### config.mk
export PLATFORM = sky130hd
export DESIGN_NAME = pulse_blinker
export DESIGN_NICKNAME = d
export VERILOG_FILES = /design/src/rtl/pulse_blinker_pkg.sv /design/src/rtl/pulse_blinker.sv
export SDC_FILE = /design/constraint.sdc
export NUM_CORES = 1
export LEC_CHECK = 0
export BUFFER_PORTS_ARGS = -buffer_cell sky130_fd_sc_hd__buf_2
export CAP_MARGIN = 20
export CORE_UTILIZATION = 33
export CTS_CLUSTER_SIZE = 8
export DETAILED_ROUTE_END_ITERATION = 6
export HOLD_SLACK_MARGIN = 0.08
export PLACE_DENSITY = 0.55
export SLEW_MARGIN = 20
export SYNTH_ARGS = -nofsm -noshare
export SYNTH_HDL_FRONTEND = slang
export SYNTH_SLANG_ARGS = --single-unit
export TNS_END_PERCENT = 5
### constraint.sdc
create_clock -name clk -period 6.8 [get_ports clk]
set_clock_uncertainty 0.15 [all_clocks]
set_input_delay 1.36 -clock clk [delete_from_list [all_inputs] [get_ports clk]]
set_output_delay 1.36 -clock clk [all_outputs]
set_load 0.01 [all_outputs]
### src/rtl/pulse_blinker_pkg.sv
// pulse_blinker shared types and constants.
// Timing defaults are in cycles of the 12 MHz system clock.
package pulse_blinker_pkg;

  typedef enum logic [1:0] {
    IDLE = 2'd0,
    ON   = 2'd1,
    GAP  = 2'd2
  } state_t;

  localparam int CNT_W = 17;

  localparam int DEF_ON_CYCLES  = 120000;
  localparam int DEF_GAP_CYCLES = 120000;

endpackage

### src/rtl/pulse_blinker.sv
// Stretches one-cycle strobes into fixed-length pulses with a min gap.
// Strobes arriving mid-pulse are queued and replayed in order.
module pulse_blinker
  import pulse_blinker_pkg::*;
#(
  parameter int ON_CYCLES  = DEF_ON_CYCLES,
  parameter int GAP_CYCLES = DEF_GAP_CYCLES,
  parameter int PEND_W     = 4
) (
  input  logic              clk,
  input  logic              rst,
  input  logic              pulse_in,
  output logic              blink_out,
  output logic              busy,
  output logic [PEND_W-1:0] pending,
  output logic              overflow
);

  localparam logic [CNT_W-1:0] ON_LAST =
    CNT_W'(ON_CYCLES - 1);
  localparam logic [CNT_W-1:0] GAP_LAST =
    CNT_W'(GAP_CYCLES - 1);
  localparam logic [PEND_W-1:0] PEND_MAX = '1;

  state_t             state, state_n;
  logic [CNT_W-1:0]   cnt, cnt_n;
  logic [PEND_W-1:0]  pend_n;
  logic               ovf_n;
  logic               consume;
  logic [PEND_W:0]    avail;

  assign avail = {1'b0, pending}
               + {{PEND_W{1'b0}}, pulse_in};

  always_ff @(posedge clk) begin
    if (rst) begin
      state    <= IDLE;
      cnt      <= '0;
      pending  <= '0;
      overflow <= 1'b0;
    end else begin
      state    <= state_n;
      cnt      <= cnt_n;
      pending  <= pend_n;
      overflow <= ovf_n;
    end
  end

  always_comb begin
    state_n = state;
    cnt_n   = cnt + 1'b1;
    pend_n  = pending;
    ovf_n   = 1'b0;
    consume = 1'b0;
    unique case (1'b1)
      (state == IDLE): begin
        cnt_n = '0;
        if (avail != '0) begin
          state_n = ON;
          consume = 1'b1;
        end
      end
      (state == ON): begin
        if (cnt == ON_LAST) begin
          state_n = GAP;
          cnt_n   = '0;
        end
      end
      (state == GAP): begin
        if (cnt == GAP_LAST) begin
          cnt_n = '0;
          if (avail != '0) begin
            state_n = ON;
            consume = 1'b1;
          end else begin
            state_n = IDLE;
          end
        end
      end
      default: begin
        state_n = IDLE;
        cnt_n   = '0;
      end
    endcase

    // A consume never grows the queue, so it cannot overflow.
    if (consume) begin
      pend_n = PEND_W'(avail - 1'b1);
    end else if (pulse_in) begin
      if (pending == PEND_MAX) begin
        ovf_n = 1'b1;
      end else begin
        pend_n = pending + 1'b1;
      end
    end
  end

  assign blink_out = (state == ON);
  assign busy      = (state != IDLE);

endmodule

# --- After elaboration in Yosys (flattened, before gate mapping) ---
# Cells that the tools add are included.
word_totals:
  rom_bits: 0
  latch_bits: 0
  input_bits: 3
  register_bits: 24
  out_inout_bits: 7
  n_memories: 0
  word_cells: 39
  ramBits: 0
op_classes:
  div: 0
  shifts: 0
  n_eq_ne: 8
  n_lt_le_gt_ge: 0
  addsub: 4
  muxes: 12
  reduce_logical: 9
  n_mul: 0
  n_bitwise: 2
op_table:
  columns: ["operator", "count"]
  rows:
  - ["17-bit by 1-bit adder with 17-bit output (second input constant)", 1]
  - ["17-bit == test (second input constant)", 1]
  - ["4-bit 2-to-1 mux", 3]
  - ["2-bit 2-to-1 mux", 3]
  - ["2-bit one-hot mux with 3 select lines", 1]
  - ["3-bit OR reduction", 2]
  - ["4-bit by 1-bit adder with 5-bit output", 1]
  - ["5-bit nonzero test", 1]
  - ["4-bit by 1-bit adder with 4-bit output (second input constant)", 1]
  - ["4-bit == test (second input constant)", 1]
  - ["1-bit 2-to-1 mux", 4]
  - ["2-bit by 1-bit inequality test with 1-bit output (second input constant)", 2]
  - ["2-bit inequality test (second input constant)", 2]
  - ["2-bit nonzero test", 2]
  - ["4-bit by 1-bit subtractor with 4-bit output (second input constant)", 1]
  - ["3-bit AND reduction", 1]
  - ["2-bit by 1-bit == test with 1-bit output (second input constant)", 1]
  - ["2-bit == test (second input constant)", 1]
  - ["2-bit logical NOT", 1]
  - ["1-bit NOT", 2]
  - ["1-bit one-hot mux with 2 select lines", 1]
  - ["2-bit AND reduction", 1]
  - ["2-bit OR reduction", 1]

# --- Longest topological paths before layout ---
depth:
  word_depth: 7
  mapped_depth: 10
  mapped_depth_nobuf: 10

# --- Worst setup path after synthesis ---
# OpenSTA, ideal clock, no wires.
synth_path:
  path_kind: "input to register"
  start: "input port pulse_in"
  end: "register pending[2]"
  path_buffers: 0
  setup_ps: 78
  slack_ps: 3682
  t_arrival_ps: 2890
  t_required_ps: 6572
  stages: 10
  cell_sequence: "ha_1 ha_1 inv_1 ha_1 nor2b_1 o21ai_0 o21ai_0 and3_1 o31a_1 nor3_1"
synth_via:
  elab_chain_len: 7
  word_cells_on_any_way: 10
  cone_classes: "add/sub: 2; eq/ne: 1; mux: 4; reduce/logical: 3"
synth_lines:
  columns: ["item", "line_no", "source"]
  rows:
  - ["from (decl)", "pulse_blinker.sv:12", "input logic pulse_in,"]
  - ["4-bit by 1-bit adder with 5-bit output", "pulse_blinker.sv:33", "+ {{PEND_W{1'b0}}, pulse_in};"]
  - ["5-bit nonzero test", "pulse_blinker.sv:58, pulse_blinker.sv:72", null]
  - ["1-bit 2-to-1 mux", "pulse_blinker.sv:58, pulse_blinker.sv:72", null]
  - ["1-bit 2-to-1 mux", "pulse_blinker.sv:70", "if (cnt == GAP_LAST) begin"]
  - ["1-bit one-hot mux with 2 select lines", "pulse_blinker.sv:55", "unique case (1'b1)"]
  - ["2-bit inequality test (no line) / 2-bit nonzero test (equally long branches)", null, null]
  - ["2-bit AND reduction (no line)", null, null]
  - ["to (signal assigned)", "pulse_blinker.sv:44", "pending <= pend_n;"]
  - ["to (decl)", "pulse_blinker.sv:15", "output logic [PEND_W-1:0] pending,"]
# Parallel ways exist; a longest one is shown, timed or not.
# A chain may end at the register's enable or synchronous reset.

# --- Final worst setup path ---
# Same ends and word-level chain as after synthesis.

==> flow_summary.ini <==
[grt]
overflow = 0
grt_pass1_wl_um = 4490
antenna_found_initial = 0
grt_pass1_vias = 1063
grtUsageTotal_pct = 13.4
grt_max_degree = 18

[yosys]
netlist.area_leader.share_pct = 36.2
yosysTopAreaCell = dfxtp_1
syn_nets = 168
synth-edff-count = 0
ys_warn_count = 0
synthMuxAreaShare_pct = 0.755
synth_top_family_by_area = simple AND/OR/NAND/NOR gates
ys_ff_latch = 24
synthCells = 156
yosys.cell_types.count = 37
synth-compound-area-share_pct = 11.3
synth.avg_cell_area_sq_um = 8.50
synth-xor-area-share_pct = 9.91
yosysSeqAreaShare_pct = 36.2
ys.flop_type = dfxtp_1
synth_area_sq_mm = 0.00133
synth_area_leaders = dfxtp_1 (36%), ha_1 (8.5%), nor2_1 (6.8%)
yosys.area_share.simple_pct = 30.4
synthAdderAreaFrac_pct = 8.49
synth_async_sr_flop_share_pct = 0

[final_layout]
layout-drive-gt1-share_pct = 12.6
syn2layout_area_growth_pct = 11.4
postLayoutCoreUtil_pct = 39.5
instances_no_fill = 215
final_cell_mix = nor2_1 (24), dfxtp_1 (24), nand3_1 (11)
num_antenna_cells = 0
layout.nets = 180

[die]
die_w_um = 65.4
initial_core_util_pct = 35.4
coreArea_sq_mm = 0.00374
fp.dieArea_sq_mm = 0.00428
rows = 22
io_pins = 10
die_h_um = 65.4

[sta]
finalSetupViolCount = 0
fin_setup_tns_ps = 0
hold_slack_ps = 309
min_period_ps = 3130
worst_pin_slew_ps = 678
fin_crit_sh_pct = 46.1
hold_viol_final = 0
slew_violations = 0
fmax_mhz = 319
slew_headroom_pct = 54.7
rsz0062_at_grt = no

[pwr]
power.density_mw_per_mm2 = 303
p_leak_nw = 0.551
peakVddDrop_mv = 0.0911

[detailed_routing]
drc = 0
antenna_left = 0
firstDrtPassIters = 4
vias = 1080
wl_um = 2480
initialDrtViolationCount = 37
wl_per_cell_um = 11.5
viasPerCell = 5.02

[clock_network]
holdBufCountCts = 0
tritoncts = built
cts_root_buffer = clkbuf_8
cts_buffers = 3
cts_resized = 0
clockBufferDepth = 2
path_clk_slew_ps = 80
htree_levels = 1
clock-sinks = 24
cts_setup_buffers = 0
insertion_delay_ps = 260

[placed_design]
place_hpwl_um = 1890
port_buffers = 9
dp.cells = 211
gp_congestion = 0.733

[setup_path]
cp_num_buf_inv = 2
crit_path_cell_trace = buf_2 > ha_1 > ha_1 > inv_1 > ha_1 > nor2b_1 > o21ai_0 > o21ai_0 > and3_1 > o31a_1 > nor3_1
startpoint_type = primary input
end_kind = flop
path_delay_family = adder cells
crit_path_max_fanout = 6
cp_common_cell = ha_1
critPathSlowestCell = ha_1
required_ps = 6840
arrival_ps = 3170
worst-setup-path-type = primary input to flop
slowest_delay_ps = 300

[job]
maxCapViolCount = 0

[outcome]
status = finished, final reports clean

[worst_hold_path]
hold_class = flop to flop
flip-flops by register name, summed over array words and instances (netlist names):
register	flops
state	2
overflow	1
pending	4
cnt	17
power breakdown:
part / total [mW] / switching [mW] / internal [mW]
clock: 0.0960 / 0.0444 / 0.0516
combinational: 0.171 / 0.0941 / 0.0771
sequential: 0.180 / 0.0247 / 0.156
per-stage QoR:
step | power (mW) | area (sq um) | setup slack [ps]
detailed placement | 0.354 | 1420 | 3390
global route | 0.487 | 1480 | 3480
floorplan | 0.310 | 1330 | 3680
global placement | 0.348 | 1420 | 3490
CTS | 0.453 | 1480 | 3680
finish | 0.448 | 1480 | 3670
metal layers:
metal | part of all wire [%] | global-route usage [%] | vias up
li1 | - | - | 568
met1 | 50 | 16.5 | 505
met2 | 47 | 22.8 | 5
met3 | 1.8 | 2.60 | 2
met4 | 0.89 | 4.89 | 0
met5 | 0 | 0 | -
logic make-up after synthesis:
logic type / after synthesis
AOI/OAI and AO/OA: 24
xor gates and xnor gates: 15
adders and majority gates: 9
buffers and inverters: 10
DFF: 24
muxes: 1
and+or+nand+nor: 73
area by class of cell:
| class | instances | area [sq um] |
|---|---|---|
| clock buffer | 4 | 55.1 |
| fill | 408 | 2270 |
| multi-input combinational | 122 | 807 |
| timing repair buffer | 9 | 45.0 |
| sequential | 24 | 480 |
| tap | 48 | 60.1 |
| inverter | 8 | 30.0 |
worst paths after layout:
check | from | end | slack, ps | cells after the start
setup / recovery | pulse_in | pending[2] | 3670 | 11
hold / removal | cnt[0] | cnt[0] | 310 | 1
setup reg to reg | pending[0] | pending[2] | 4530 | 10
hold reg to reg | cnt[0] | cnt[0] | 310 | 1
cells in the mapped netlist, types with 2 or more instances:
cell       n
dfxtp_1   24
nor2_1    24
nand3_1   11
nand2_1   10
ha_1       9
o21ai_0    9
inv_1      8
xor2_1     8
a21oi_1    7
xnor2_1    7
and3_1     4
a211oi_1   3
or3_1      3
and2_1     2
and3_2     2
nor3_1     2
nor3b_1    2
nor4_1     2
Note: power is estimated with default switching activity, not from simulation.
